File: src/rtl/dt_pkg.sv
// Shared types and geometry for the distance-transform packer: FSM states,
// image/word dimensions and address widths.
package dt_pkg;

  typedef enum logic [1:0] {
    ST_IDLE = 2'd0,
    ST_RD   = 2'd1,
    ST_WR   = 2'd2,
    ST_DONE = 2'd3
  } state_e;

  localparam int IMG_W     = 128;
  localparam int IMG_H     = 128;
  localparam int WORD_BITS = 16;
  localparam int RES_AW    = 14;
  localparam int STI_AW    = 10;
  localparam int CNT_W     = 5;

  localparam logic [STI_AW-1:0] LAST_WORD = 10'd1023;
  localparam logic [CNT_W-1:0]  CNT_LAST  = 5'd16;

endpackage

File: src/rtl/dt_pack_shreg.sv
// Threshold compare, 16-pixel shift register and max-value tracker.
// Max tracking only exists when DT_PACK_MAXDIST_EN is defined; otherwise max_dist is tied to 0.
module dt_pack_shreg
  import dt_pkg::*;
(
  input  logic                 clk,
  input  logic                 reset,
  input  logic                 start_acc,
  input  logic [7:0]           thr_in,
  input  logic                 sample_en,
  input  logic [7:0]           res_di,
  output logic [WORD_BITS-1:0] pix_word,
  output logic [7:0]           max_dist
);

  logic [7:0]           thr_q, thr_d;
  logic [WORD_BITS-1:0] sh_q, sh_d;
  logic                 hit;

  assign hit      = (res_di >= thr_q);
  // Word as it will stand after this cycle's sample; captured by the top on the last sample.
  assign pix_word = {sh_q[WORD_BITS-2:0], hit};

  always_comb begin
    thr_d = thr_q;
    sh_d  = sh_q;
    if (start_acc) begin
      thr_d = thr_in;
      sh_d  = '0;
    end else if (sample_en) begin
      sh_d = pix_word;
    end
  end

  always_ff @(posedge clk or negedge reset) begin
    if (!reset) begin
      thr_q <= '0;
      sh_q  <= '0;
    end else begin
      thr_q <= thr_d;
      sh_q  <= sh_d;
    end
  end

`ifdef DT_PACK_MAXDIST_EN
  logic [7:0] max_q, max_d;

  always_comb begin
    max_d = max_q;
    if (start_acc) begin
      max_d = '0;
    end else if (sample_en && (res_di > max_q)) begin
      max_d = res_di;
    end
  end

  always_ff @(posedge clk or negedge reset) begin
    if (!reset) begin
      max_q <= '0;
    end else begin
      max_q <= max_d;
    end
  end

  assign max_dist = max_q;
`else
  assign max_dist = 8'd0;
`endif

endmodule

File: src/rtl/dt_pack.sv
// Binarises a 128x128 result image and packs it 16 pixels per word, 18 cycles per word.
// Optional max-pixel tracking enabled by defining DT_PACK_MAXDIST_EN.
module dt_pack
  import dt_pkg::*;
(
  input  logic              clk,
  input  logic              reset,
  input  logic              start,
  input  logic [7:0]        thr,
  output logic              res_rd,
  output logic [RES_AW-1:0] res_addr,
  input  logic [7:0]        res_di,
  output logic              sti_wr,
  output logic [STI_AW-1:0] sti_addr,
  output logic [15:0]       sti_do,
  output logic              busy,
  output logic              done,
  output logic [7:0]        max_dist
);

  state_e                state_q, state_d;
  logic [CNT_W-1:0]      cnt_q, cnt_d;
  logic [STI_AW-1:0]     word_q, word_d;
  logic [STI_AW-1:0]     sti_addr_q, sti_addr_d;
  logic [WORD_BITS-1:0]  sti_do_q, sti_do_d;
  logic                  start_acc;
  logic                  sample_en;
  logic [WORD_BITS-1:0]  pix_word;

  // Read data lags the address by one cycle, so samples land on cnt 1..16.
  assign sample_en = (state_q == ST_RD) && (cnt_q != '0);

  always_comb begin
    state_d    = state_q;
    cnt_d      = cnt_q;
    word_d     = word_q;
    sti_addr_d = sti_addr_q;
    sti_do_d   = sti_do_q;
    start_acc  = 1'b0;
    case (state_q)
      ST_IDLE: begin
        if (start) begin
          state_d   = ST_RD;
          cnt_d     = '0;
          word_d    = '0;
          start_acc = 1'b1;
        end
      end
      ST_RD: begin
        if (cnt_q == CNT_LAST) begin
          state_d    = ST_WR;
          cnt_d      = '0;
          sti_addr_d = word_q;
          sti_do_d   = pix_word;
        end else begin
          cnt_d = cnt_q + 5'd1;
        end
      end
      ST_WR: begin
        if (word_q == LAST_WORD) begin
          state_d = ST_DONE;
        end else begin
          state_d = ST_RD;
          word_d  = word_q + 10'd1;
        end
      end
      ST_DONE: begin
        if (start) begin
          state_d = ST_IDLE;
        end
      end
      default: state_d = ST_IDLE;
    endcase
  end

  always_ff @(posedge clk or negedge reset) begin
    if (!reset) begin
      state_q    <= ST_IDLE;
      cnt_q      <= '0;
      word_q     <= '0;
      sti_addr_q <= '0;
      sti_do_q   <= '0;
    end else begin
      state_q    <= state_d;
      cnt_q      <= cnt_d;
      word_q     <= word_d;
      sti_addr_q <= sti_addr_d;
      sti_do_q   <= sti_do_d;
    end
  end

  assign res_rd   = (state_q == ST_RD) && !cnt_q[CNT_W-1];
  assign res_addr = {word_q, cnt_q[3:0]};
  assign sti_wr   = (state_q == ST_WR);
  assign sti_addr = sti_addr_q;
  assign sti_do   = sti_do_q;
  assign busy     = (state_q == ST_RD) || (state_q == ST_WR);
  assign done     = (state_q == ST_DONE);

  dt_pack_shreg u_shreg (
    .clk       (clk),
    .reset     (reset),
    .start_acc (start_acc),
    .thr_in    (thr),
    .sample_en (sample_en),
    .res_di    (res_di),
    .pix_word  (pix_word),
    .max_dist  (max_dist)
  );

endmodule

File: config.mk
export PLATFORM = sky130hd
export DESIGN_NAME = dt_pack
export DESIGN_NICKNAME = d
export VERILOG_FILES = /design/src/rtl/dt_pkg.sv /design/src/rtl/dt_pack_shreg.sv /design/src/rtl/dt_pack.sv
export SDC_FILE = /design/constraint.sdc
export NUM_CORES = 1
export LEC_CHECK = 0
export BUFFER_PORTS_ARGS = -buffer_cell sky130_fd_sc_hd__buf_2
export CAP_MARGIN = 20
export CORE_MARGIN = 5
export CORE_UTILIZATION = 58
export DETAILED_ROUTE_END_ITERATION = 8
export MAX_ROUTING_LAYER = met4
export PLACE_DENSITY = 0.85
export SLEW_MARGIN = 10
export SYNTH_ARGS = -nofsm -noshare
export SYNTH_HDL_FRONTEND = slang
export SYNTH_SLANG_ARGS = --single-unit
export TNS_END_PERCENT = 5
File: constraint.sdc
create_clock -name clk -period 3.58 [get_ports clk]
set_clock_uncertainty 0.1 [all_clocks]
set_input_delay 0.716 -clock clk [delete_from_list [all_inputs] [get_ports clk]]
set_output_delay 0.716 -clock clk [all_outputs]
set_load 0.005 [all_outputs]
==> results.yml, run 1 <==
critical_path:
  crit_chain: "inv_1 > ha_1 > nor2b_1 > buf_2"
  slowest_delay_ns: 0.43
  path_max_fanout: 10
  end_kind: "output port"
  path_class: "flip-flop to output port"
  cpLargestDelayFamily: "flip-flops"
  worst_path_max_delay_cell: "dfrtp_1"
  critPathRequiredTime_ns: 2.76
  arrival_ns: 1.64
  path_buf_inv: 2
  start_kind: "flip-flop"
timing:
  rsz0062_at_grt: "false"
  fin_crit_sh_pct: 68.49
  max_freq_mhz: 407.9
  hold_violations: 0
  slew_headroom_pct: 59.52
  fin_crit_ns: 2.452
  tightest_slew_ns: 0.6051
  final_max_slew_viol_count: 0
  setup_viol: 0
  setup_tns_ns: 0
power_and_ir_drop:
  power_density_nw_per_um2: 356.7
  ir_worst_vdd_mv: 0.2669
  p_leak_nw: 1.892
grt:
  grt_max_degree: 67
  grt_usage_pct: 18.80
  grt_overflow: 0
  antenna_found_initial: 0
  grt_pass1_vias: 2314
  grt_pass1_wl_mm: 10.52
logic_synthesis:
  synthFlopType: "dfrtp_1"
  ys_seq_area_share_pct: 51.83
  ys_types: 39
  synth-compound-area-share_pct: 12.01
  synth_edf_count: 0
  async_flop_share_pct: 100.0
  yosys.area_share.simple_pct: 13.55
  synth.area.mux_share_pct: 9.462
  synth-warning-count: 0
  syn-instance-count: 306
  synth_top_area_share_pct: 51.83
  yosysTopAreaCell: "dfrtp_1"
  synth_area_leaders: "dfrtp_1 (52%), mux2_2 (8.8%), ha_1 (6.3%)"
  synth_top_family_by_area: "simple AND/OR/NAND/NOR gates"
  synth.avg_cell_area_sq_um: 10.41
  netlist_area_sq_um: 3187
  synth-adder-area-share_pct: 6.282
  ys_ff_latch: 66
  synthXorXnorAreaFrac_pct: 0.2748
routing:
  ant_nets: 0
  drt-vias-per-instance: 5.366
  dr.pass1.iters: 4
  drtIter0Drc: 139
  routedWlPerCell_um: 13.91
  drc: 0
  wl_mm: 6.160
  via_count: 2377
clock_network:
  post_cts_buffers: 0
  cts_buffers: 9
  cts_num_sinks: 66
  cts_resized: 0
  clockBufferDepth: 2
  clockRootBuffer: "clkbuf_8"
  cts.clk_slew.worst_paths_ns: 0.07
  hold_buffers: 0
  clock_latency_ns: 0.33
  cts_max_level: 3
  cts_tree: "built"
cells_and_area:
  antenna_cells: 0
  final_area_sq_um: 3661
  regArea_sq_um: 1652
  fill_cells: 416
  nets: 402
  syn2layout_area_growth_pct: 14.88
  multi_input_area_sq_um: 1355
  drive_gt1_share_pct: 30.73
die:
  rows: 27
  fp.dieArea_sq_um: 7077
  initial_utilization_pct: 58.59
  core_area_sq_um: 5439
  die_x_um: 84.13
  die_h_um: 84.13
  io_pins: 71
job:
  cap_violations: 0
placed_design:
  dp_hpwl_mm: 4.402
  place_area_sq_um: 3502
  numPortBuffers: 62
  gp_congestion: 0.8340
hold_path:
  hp-class: "input port to async pin"
status:
  status: "finished clean"
==> cell usage after synthesis (4+ instances only) <==
cell / number
a21oi_1: 25
buf_2: 4
buf_4: 13
clkbuf_1: 4
dfrtp_1: 66
ha_1: 16
inv_1: 16
mux2_2: 25
nand2_1: 53
nand3_1: 9
nor2_1: 7
nor2b_1: 4
o21ai_0: 27
==> where the power goes <==
group	switching (mW)	internal, mW	leakage (nW)	total, mW
sequential	0.00123	0.747	0.836	0.748
combinational	0.0228	0.0133	0.976	0.0361
clock	0.279	0.242	0.0806	0.521
==> metrics by stage <==
stage | instances | setup WS [ns] | hold slack (ns) | power [mW] | util, %
floorplan | 313 | 1.773 | 0.3204 | 0.7762 | -
CTS | 443 | 1.113 | 0.2880 | 1.317 | 67.31
finish | 443 | 1.128 | 0.2707 | 1.306 | 67.31
global placement | 428 | 1.417 | 0.3652 | 0.7991 | 64.39
global route | 443 | 1.026 | 0.2793 | 1.363 | 67.31
detailed placement | 428 | 1.349 | 0.3896 | 0.7999 | 64.39
==> cell families (layout without fill, tap and decap cells) <==
family / count (synthesis) / count (layout)
simple gates: 90 / 90
compound gates: 67 / 67
flops: 66 / 66
buf+inv: 38 / 96
mux: 27 / 27
fa+ha+maj: 16 / 16
other cells: 1 / 8
xor+xnor: 1 / 1
==> layout by cell type (no fill, tap or decap), types with 4 or more instances in the layout <==
cell type and instances:
ha_1 16, nand3_1 9, nand2_1 53, nor2_1 7
inv_1 16, clkbuf_8 9, o21ai_0 27, conb_1 8
buf_2 62, clkinv_2 4, a21oi_1 25, nor2b_1 4
dfrtp_1 66, mux2_2 25
==> layer usage <==
metal / track usage, % / up-vias / wire length [um]
li1: - / 1152 / -
met1: 23.12 / 1155 / 2619
met2: 29.48 / 57 / 3124
met3: 4.837 / 13 / 319
met4: 7.895 / 0 / 97
met5: - / - / 0
==> sequential cells by signal (all words and copies together) (netlist names) <==
signal,cells
cnt_q,5
state_q,2
sti_addr,10
sti_do,16
u_shreg.sh_q,15
u_shreg.thr_q,8
word_q,10
==> final timing paths <==
check | start | end | slack (ns) | depth (start not counted)
max | state_q[1] | res_rd | 1.13 | 4
min | reset | cnt_q[3] | 0.27 | 2
max reg2reg | state_q[0] | cnt_q[2] | 1.31 | 7
min reg2reg | sti_do[10] | sti_do[10] | 0.40 | 1
max in group asynchronous | reset | sti_do[11] | 2.82 | 2
min in group clk | sti_do[10] | sti_do[10] | 0.40 | 1
==> layout make-up <==
cell class                 instances  share of cell area (%)
clock buffer                       9                   3.383
clock inverter                     6                  0.9569
inverter                          16                   1.640
multi-input combinational        209                   37.01
sequential                        66                   45.11
tap                               72                   2.461
timing repair buffer              65                   9.433
Note: power is estimated with default switching activity, not from simulation.
==> run 2, diff against run 1 <==
--- a/config.mk
+++ b/config.mk
@@ -8,10 +8,10 @@
 export BUFFER_PORTS_ARGS = -buffer_cell sky130_fd_sc_hd__buf_2
 export CAP_MARGIN = 20
 export CORE_MARGIN = 5
-export CORE_UTILIZATION = 58
+export CORE_UTILIZATION = 54
 export DETAILED_ROUTE_END_ITERATION = 8
 export MAX_ROUTING_LAYER = met4
-export PLACE_DENSITY = 0.85
+export PLACE_DENSITY = 0.8
 export SLEW_MARGIN = 10
 export SYNTH_ARGS = -nofsm -noshare
 export SYNTH_HDL_FRONTEND = slang
==> constraint.sdc (replaced) <==
create_clock -name clk -period 2.55 [get_ports clk]
set_clock_uncertainty 0.1 [all_clocks]
set_input_delay 0.51 -clock clk [delete_from_list [all_inputs] [get_ports clk]]
set_output_delay 0.51 -clock clk [all_outputs]
set_load 0.005 [all_outputs]
==> results.yml, run 2 (synthesis gave the netlist of run 1 again) <==
clock_network:
  clockRootBuffer: "clkbuf_8"
  cts_tree: "built"
  clockBufferDepth: 2
  cts.clk_slew.worst_paths_ns: 0.07
  clock_latency_ns: 0.33
  cts_buffers: 9
  cts_resized: 0
  hold_buffers: 0
  post_cts_buffers: 0
  cts_max_level: 3
  cts_num_sinks: 66
cells_and_area:
  largest_reg_flops: 16
  nets: 402
  layout_common_cells: "dfrtp_1 (66), buf_2 (62), nand2_1 (53)"
  final_area_sq_um: 3750
  drive_gt1_share_pct: 30.38
  antenna_cells: 0
  fin_util_pct: 64.48
  layout.cells.most_common: "dfrtp_1"
  syn2layout_area_growth_pct: 17.67
power_and_ir_drop:
  power_density_nw_per_um2: 579.5
  p_leak_nw: 1.932
  power_switching_mw: 0.4261
  p_int_mw: 1.747
  p_sw_share_pct: 19.61
  comb_power_share_pct: 2.4
  ir_worst_vdd_mv: 0.4168
  clkPwrFrac_pct: 49.3
  share_seq_of_total_power_pct: 48.4
timing:
  setup_viol: 0
  setup_tns_ns: 0
  fin_crit_sh_pct: 88.74
  setup_ws_ns: 0.2871
  final_max_slew_viol_count: 0
  tightest_slew_ns: 0.6013
  hold_violations: 0
  fin_crit_ns: 2.263
  max_freq_mhz: 441.9
  rsz0062_at_grt: "false"
  slew_headroom_pct: 59.77
critical_path:
  path_class: "flip-flop to output port"
  critPathRequiredTime_ns: 1.94
  reg2reg_from: "state_q[0]"
  slowest_delay_ns: 0.43
  crit_chain: "inv_1 > ha_1 > nor2b_1 > buf_2"
  arrival_ns: 1.65
  setup.worst_path.start: "state_q[1]"
  worst_path_max_delay_cell: "dfrtp_1"
  start_kind: "flip-flop"
  path_max_fanout: 10
  end_kind: "output port"
grt:
  grt_pass1_vias: 2276
  grt_max_degree: 67
  grt_pass1_wl_mm: 10.55
  antenna_found_initial: 0
  grt_overflow: 0
  grt_usage_pct: 18.32
routing:
  drt-vias-per-instance: 5.271
  drtIter0Drc: 138
  dr.pass1.iters: 6
  wl_mm: 6.240
  via_count: 2356
  drc: 0
  routedWlPerCell_um: 13.96
  ant_nets: 0
die:
  rows: 28
  initial_utilization_pct: 54.80
  die_h_um: 86.82
  die_x_um: 86.82
  core_area_sq_um: 5816
  io_pins: 71
  fp.dieArea_sq_um: 7538
placed_design:
  place_area_sq_um: 3506
  dp_hpwl_mm: 4.333
  place_ws_ns: 0.4642
  numPortBuffers: 62
  gp_congestion: 0.8250
job:
  cap_violations: 0
hold_path:
  hp-class: "input port to async pin"
status:
  status: "finished clean"
-- run 2: cell count changes in the layout (fill, tap and decap cells not counted), sizes merged --
cell and change:
bufinv +3, clkbuf +3, clkinv -3, clkinvlp -2
-- run 2: area by class of cell --
class	count	area, sq um
fillers	474	2066
flip-flops and latches	66	1652
multi-input cells	209	1355
repair buffers	65	345.3
clock buffers	12	145.1
clock inverters	4	98.84
well taps	75	93.84
inverters	16	60.06
-- run 2: worst max-delay path: cells and delay by family (launching register included) --
kind | cells | cell delay [ns]
fa+ha+maj | 1 | 0.42
flops | 1 | 0.43
simple gates | 1 | 0.21
buf+inv | 2 | 0.26
-- run 2: power groups by stage --
| stage | clock [mW] | combinational (mW) | sequential (mW) |
|---|---|---|---|
| after floorplan | 0 | 0.0188 | 1.07 |
| final | 1.07 | 0.0512 | 1.05 |
| after CTS | 1.09 | 0.0528 | 1.05 |
| after global routing | 1.15 | 0.0601 | 1.05 |
| after global placement | 0 | 0.0512 | 1.07 |
| after detailed placement | 0 | 0.0526 | 1.07 |
-- run 2: final timing paths --
check                           slack (ns)  cells past startpoint          endpoint
worst max-delay path                  0.29                      4            res_rd
worst max register to register        0.42                      6         word_q[3]
worst min register to register        0.40                      2  u_shreg.thr_q[0]
min in group clk                      0.28                      3  u_shreg.thr_q[0]
max in group asynchronous             1.99                      2        sti_do[13]
worst min-delay path                  0.08                      2  u_shreg.thr_q[3]
-- run 2: layer usage --
metal	global-route usage, %	vias up	part of all wire, %
li1	-	1157	-
met1	24.05	1122	46
met2	27.26	64	47
met3	5.418	13	5.3
met4	6.091	0	1.7
met5	-	-	0
-- run 2: stage by stage --
step | hold slack, ns | total power, mW | cells
after floorplan | 0.1144 | 1.090 | 313
after global placement | 0.3646 | 1.122 | 431
after detailed placement | 0.3804 | 1.124 | 431
after CTS | 0.08433 | 2.193 | 447
after global routing | 0.1036 | 2.264 | 447
final | 0.08093 | 2.173 | 447
